File: config.mk
export PLATFORM = sky130hd
export DESIGN_NAME = serial_mag_compare_ctrl_flat
export DESIGN_NICKNAME = d
export VERILOG_FILES = /design/src/rtl/serial_mag_compare_ctrl_pkg.sv /design/src/rtl/serial_mag_compare_ctrl_if.sv /design/src/rtl/serial_mag_compare_ctrl_comparator.sv /design/src/rtl/serial_mag_compare_ctrl.sv /design/src/flat_wrapper.sv
export SDC_FILE = /design/constraint.sdc
export NUM_CORES = 1
export LEC_CHECK = 0
export ABC_AREA = 0
export ABC_CLOCK_PERIOD_IN_PS = 2200
export CORE_ASPECT_RATIO = 1.5
export CORE_MARGIN = 2
export CORE_UTILIZATION = 54
export DETAILED_ROUTE_END_ITERATION = 8
export PLACE_DENSITY = 0.8
export SYNTH_ARGS = -nofsm -noshare
export SYNTH_HDL_FRONTEND = slang
export SYNTH_HIERARCHICAL = 1
export SYNTH_SLANG_ARGS = --single-unit
File: constraint.sdc
create_clock -name clk -period 2.2 [get_ports clk]
set_input_delay 0.33 -clock clk [delete_from_list [all_inputs] [get_ports clk]]
set_output_delay 0.33 -clock clk [all_outputs]
set_load 0.05 [all_outputs]
File: src/rtl/serial_mag_compare_ctrl_pkg.sv
// Shared encodings for the serial magnitude compare sequencer.
// Build option: SERIAL_CMP_EARLY_EXIT_EN (consumed by the top module).
package serial_mag_compare_ctrl_pkg;

   typedef enum logic [1:0] {
      ST_IDLE = 2'd0,
      ST_RUN  = 2'd1,
      ST_DONE = 2'd2
   } state_t;

   typedef enum logic [1:0] {
      DEC_UNDEC = 2'd0,
      DEC_LT    = 2'd1,
      DEC_GT    = 2'd2
   } dec_t;

   // Digit counter must hold N-1; keep at least one bit for the N=1 case.
   function automatic int cnt_width(input int n);
      return (n > 1) ? $clog2(n) : 1;
   endfunction

endpackage

File: src/rtl/serial_mag_compare_ctrl_if.sv
// Request/result bundle between a requester and the serial compare sequencer.
interface serial_mag_compare_ctrl_if #(
   parameter int WIDTH = 8
) ();
   logic             start;
   logic [WIDTH-1:0] a;
   logic [WIDTH-1:0] b;
   logic             busy;
   logic             done;
   logic             a_lt_b;
   logic             a_eq_b;
   logic             a_gt_b;

   modport master (
      output start, a, b,
      input  busy, done, a_lt_b, a_eq_b, a_gt_b
   );

   modport slave (
      input  start, a, b,
      output busy, done, a_lt_b, a_eq_b, a_gt_b
   );
endinterface

File: src/rtl/serial_mag_compare_ctrl_comparator.sv
// Existing 2-bit unsigned magnitude comparator shared with the sequencer.
module comparator (
   input  logic [1:0] x,
   input  logic [1:0] y,
   output logic       lt,
   output logic       eq,
   output logic       gt
);
   assign lt = (x < y);
   assign eq = (x == y);
   assign gt = (x > y);
endmodule

File: src/rtl/serial_mag_compare_ctrl.sv
// Serial WIDTH-bit compare, one 2-bit digit per clock, MSB digit first.
// Build option: SERIAL_CMP_EARLY_EXIT_EN ends RUN on the first unequal digit.
module serial_mag_compare_ctrl
   import serial_mag_compare_ctrl_pkg::*;
#(
   parameter int WIDTH = 8
) (
   input  logic                    clk,
   input  logic                    rst,
   serial_mag_compare_ctrl_if.slave bus
);
   localparam int N  = WIDTH / 2;
   localparam int CW = cnt_width(N);

   state_t           state_reg, state_next;
   dec_t             dec_reg, dec_next;
   logic [WIDTH-1:0] a_sh_reg, b_sh_reg;
   logic [CW-1:0]    cnt_reg;
   logic             lt_reg, eq_reg, gt_reg;
   logic             dig_lt, dig_eq, dig_gt;
   logic             last_digit;

   comparator u_cmp (
      .x  (a_sh_reg[WIDTH-1 -: 2]),
      .y  (b_sh_reg[WIDTH-1 -: 2]),
      .lt (dig_lt),
      .eq (dig_eq),
      .gt (dig_gt)
   );

   // Sticky decision: only the first unequal digit is ever recorded.
   always_comb begin
      dec_next = dec_reg;
      if (dec_reg == DEC_UNDEC && !dig_eq) begin
         if (dig_lt)
            dec_next = DEC_LT;
         else if (dig_gt)
            dec_next = DEC_GT;
      end
   end

`ifdef SERIAL_CMP_EARLY_EXIT_EN
   assign last_digit = (cnt_reg == '0) || (dec_next != DEC_UNDEC);
`else
   assign last_digit = (cnt_reg == '0);
`endif

   always_comb begin
      state_next = state_reg;
      case (state_reg)
         ST_IDLE: if (bus.start) state_next = ST_RUN;
         ST_RUN:  if (last_digit) state_next = ST_DONE;
         ST_DONE: state_next = ST_IDLE;
         default: state_next = ST_IDLE;
      endcase
   end

   always_ff @(posedge clk) begin
      if (rst) begin
         state_reg <= ST_IDLE;
         dec_reg   <= DEC_UNDEC;
         a_sh_reg  <= '0;
         b_sh_reg  <= '0;
         cnt_reg   <= '0;
         lt_reg    <= 1'b0;
         eq_reg    <= 1'b0;
         gt_reg    <= 1'b0;
      end else begin
         state_reg <= state_next;
         case (state_reg)
            ST_IDLE: begin
               if (bus.start) begin
                  a_sh_reg <= bus.a;
                  b_sh_reg <= bus.b;
                  cnt_reg  <= CW'(N - 1);
                  dec_reg  <= DEC_UNDEC;
                  lt_reg   <= 1'b0;
                  eq_reg   <= 1'b0;
                  gt_reg   <= 1'b0;
               end
            end
            ST_RUN: begin
               a_sh_reg <= a_sh_reg << 2;
               b_sh_reg <= b_sh_reg << 2;
               cnt_reg  <= cnt_reg - CW'(1);
               dec_reg  <= dec_next;
               // Flags land together with the move into DONE.
               if (last_digit) begin
                  lt_reg <= (dec_next == DEC_LT);
                  gt_reg <= (dec_next == DEC_GT);
                  eq_reg <= (dec_next == DEC_UNDEC);
               end
            end
            default: ;
         endcase
      end
   end

   assign bus.busy   = (state_reg == ST_RUN);
   assign bus.done   = (state_reg == ST_DONE);
   assign bus.a_lt_b = lt_reg;
   assign bus.a_eq_b = eq_reg;
   assign bus.a_gt_b = gt_reg;

endmodule
File: src/flat_wrapper.sv
// flat-port wrapper written by rule: the top's interface ports become plain ports
module serial_mag_compare_ctrl_flat import serial_mag_compare_ctrl_pkg::*;
#(
   parameter int WIDTH = 8
)
  (clk, rst, bus_start, bus_a, bus_b, bus_busy, bus_done, bus_a_lt_b, bus_a_eq_b, bus_a_gt_b);
  serial_mag_compare_ctrl_if #(.WIDTH(WIDTH)) bus_i ();
  input  logic clk;
  input  logic rst;
  input wire logic [$bits(bus_i.start)-1:0] bus_start;
  input wire logic [$bits(bus_i.a)-1:0] bus_a;
  input wire logic [$bits(bus_i.b)-1:0] bus_b;
  output wire logic [$bits(bus_i.busy)-1:0] bus_busy;
  output wire logic [$bits(bus_i.done)-1:0] bus_done;
  output wire logic [$bits(bus_i.a_lt_b)-1:0] bus_a_lt_b;
  output wire logic [$bits(bus_i.a_eq_b)-1:0] bus_a_eq_b;
  output wire logic [$bits(bus_i.a_gt_b)-1:0] bus_a_gt_b;
  assign bus_i.start = bus_start;
  assign bus_i.a = bus_a;
  assign bus_i.b = bus_b;
  assign bus_busy = bus_i.busy;
  assign bus_done = bus_i.done;
  assign bus_a_lt_b = bus_i.a_lt_b;
  assign bus_a_eq_b = bus_i.a_eq_b;
  assign bus_a_gt_b = bus_i.a_gt_b;
  serial_mag_compare_ctrl #(.WIDTH(WIDTH)) u_core (.clk(clk), .rst(rst), .bus(bus_i));
endmodule
==> impl_metrics.json, run 1 <==
{
  "track_usage": 0.182,
  "worst_slew_pin_slew_ns": 0.492,
  "grt_max_degree": 28,
  "dp_hpwl_um": 1680,
  "cp_slowest_cell": "dfxtp_1",
  "worstHoldPathType": "register to register",
  "maxCapViolCount": 0,
  "worstHoldPathCells": 2,
  "ys_types": 35,
  "nNetsFinal": 186,
  "ys_warn_count": 6,
  "io_pins": 24,
  "die_height_um": 62.4,
  "max_freq_mhz": 525,
  "clkTransAtPathRegs_ns": 0.13,
  "crit_buf_inv": 2,
  "min_from": "u_core/cnt_reg[0]",
  "mappedNetlistArea_um2": 1230,
  "avgSynthCellArea_um2": 8.40,
  "hold_buffers": 0,
  "netlist_top_cells_area": "dfxtp_1, a21oi_1, a211oi_1",
  "post_cts_buffers": 0,
  "skew_ns": 0.00525,
  "layout-drive-gt1-share": 0.0859,
  "area_growth_pct": 18.7,
  "die_x_um": 42.9,
  "r2r_end": "u_core/bus.a_gt_b",
  "grt_antenna_before_repair": 0,
  "end_kind": "output port",
  "maxSlewHeadroom": 0.671,
  "cts_buffers": 3,
  "drt-pass1-iter-count": 4,
  "core.rowCount": 21,
  "yosys-top-cells-count": "dfxtp_1, a21oi_1, nor2_1",
  "worstPathArrival_ns": 1.57,
  "hold_end": "u_core/cnt_reg[0]",
  "rsz0062_at_grt": "no",
  "yosysMostFrequentCell": "dfxtp_1",
  "period_minus_slack_ns": 1.90,
  "peakVddDrop_uv": 452,
  "grt_pass1_wl_um": 3880,
  "power_density_nw_per_um2": 691,
  "routed_wirelength_um": 2300,
  "detail_route.vias_per_cell": 5.65,
  "slew_violations": 0,
  "hold-worst-slack_ns": 0.473,
  "clkSinkCount": 25,
  "run_status": "finished clean",
  "synth_edf_count": 0,
  "grt_pass1_vias": 927,
  "yosysTopAreaCell": "dfxtp_1",
  "r2r-start": "u_core/state_reg[0]",
  "ctsResizeCount": 0,
  "clkLatencyLatePin_ns": 0.31,
  "max-clock-path-buffers": 2,
  "io_buffers": 23,
  "min_period_over_period": 0.866,
  "slowest_delay_ns": 0.65,
  "place_inst": 182,
  "critical_path_required_ns": 1.87,
  "critical_path_class": "register to output port",
  "route.vias.total": 1050,
  "setup_viol": 0,
  "r2r_cells": 3,
  "syn_nets": 168,
  "gp_congestion": 0.738,
  "tns_ns": 0,
  "core_um2": 2180,
  "stdcell_count": 186,
  "yosysTopAreaCellShare": 0.408,
  "ys_async_sr_fraction": 0,
  "diodes": 0,
  "path_delay_family": "flip-flops",
  "ant_nets": 0,
  "ys_seq_area_frac": 0.408,
  "cts-root-buf": "clkbuf_4",
  "drcViolationCount": 0,
  "hold_viol": 0,
  "path_cells": "nand2b_4 -> inv_4 -> buf_12",
  "cts_max_level": 1,
  "synth-seq-cells": 25,
  "grt_overflow": 0,
  "r2r_slack_ns": 0.67,
  "synthFlopType": "dfxtp_1",
  "fp.dieArea_um2": 2680,
  "p_leak_nw": 0.576,
  "cp-start-kind": "register",
  "drt-wirelength-per-cell_um": 12.4,
  "start_util": 0.562,
  "crit_fanout": 19,
  "cts_tree": "yes",
  "syn-instance-count": 146,
  "drtIter0Drc": 30
}
-- logic make-up after synthesis --
group / after synthesis / share of synthesized area
and+or+nand+nor: 51 / 0.212
buffers and inverters: 21 / 0.0918
adders and majority gates: 3 / 0.0306
AOI/OAI and AO/OA: 43 / 0.233
muxes: 3 / 0.0245
DFF: 25 / 0.408
-- final cells by class --
cell class / count / area [um2]
Clock buffer: 3 / 22.5
Clock inverter: 1 / 5.00
Fill cell: 192 / 726
Inverter: 10 / 40.0
Multi-Input combinational cell: 100 / 613
Sequential cell: 25 / 500
Tap cell: 23 / 28.8
Timing Repair Buffer: 24 / 245
-- worst reg2reg max path, delay by kind of cell, from the launching register on --
family          cells  cell delay (ns)
simple gates        2             0.68
compound gates      1             0.12
flops               1             0.65
-- routing by layer --
metal | global-route usage | vias up | wire length [um] | part of all wire
met5 | 0 | - | 0 | 0
met4 | 0.0586 | 0 | 12 | 0.0052
met3 | 0.0174 | 2 | 80 | 0.035
met2 | 0.316 | 21 | 1170 | 0.51
met1 | 0.229 | 487 | 1030 | 0.45
li1 | - | 540 | - | -
-- layout by cell type (no fill, tap or decap), drive strengths merged, types with 3 or more instances in the layout --
cell type / synthesis / routed
clkdlybuf4s50: 0 / 21
a21oi: 20 / 20
dfxtp: 25 / 25
nor2: 20 / 20
a211oi: 12 / 12
nand2b: 3 / 3
nand2: 16 / 16
inv: 10 / 10
clkbuf: 2 / 3
mux2i: 3 / 3
ha: 3 / 3
buf: 9 / 3
-- power breakdown --
group	total [mW]	internal [mW]	switching (mW)
Combinational	0.282	0.129	0.153
Clock	0.200	0.0679	0.132
Sequential	0.524	0.495	0.0294
Total	1.01	0.691	0.314
-- how the worst max path moves through the flow --
stage | to | slack, ns | start | cells past startpoint
2_1_floorplan | bus_done | 0.65 | u_core/state_reg[1] | 2
3_3_place_gp | u_core/b_sh_reg[2] | 0.51 | bus_start | 4
3_5_place_dp | u_core/b_sh_reg[2] | 0.45 | bus_start | 4
4_1_cts | bus_busy | 0.28 | u_core/state_reg[0] | 3
5_1_grt | bus_busy | 0.18 | u_core/state_reg[0] | 3
6_report | bus_busy | 0.30 | u_core/state_reg[0] | 3
-- stage by stage --
| stage | util | setup WS (ns) | power (mW) | area (um2) |
|---|---|---|---|---|
| floorplan | - | 0.648 | 0.745 | 1230 |
| global placement | 0.655 | 0.508 | 0.807 | 1430 |
| detailed placement | 0.655 | 0.453 | 0.816 | 1430 |
| CTS | 0.667 | 0.284 | 1.02 | 1460 |
| global route | 0.667 | 0.184 | 1.07 | 1460 |
| finish | 0.667 | 0.296 | 1.01 | 1460 |
(Power assumes the default switching activity.)
==> inputs of run 2 (changes only) <==
Settings changed: CTS_CLUSTER_DIAMETER from default to 30.
==> results of run 2 <==
Same layout as run 1: the final DEF is identical, and so are final timing and power.
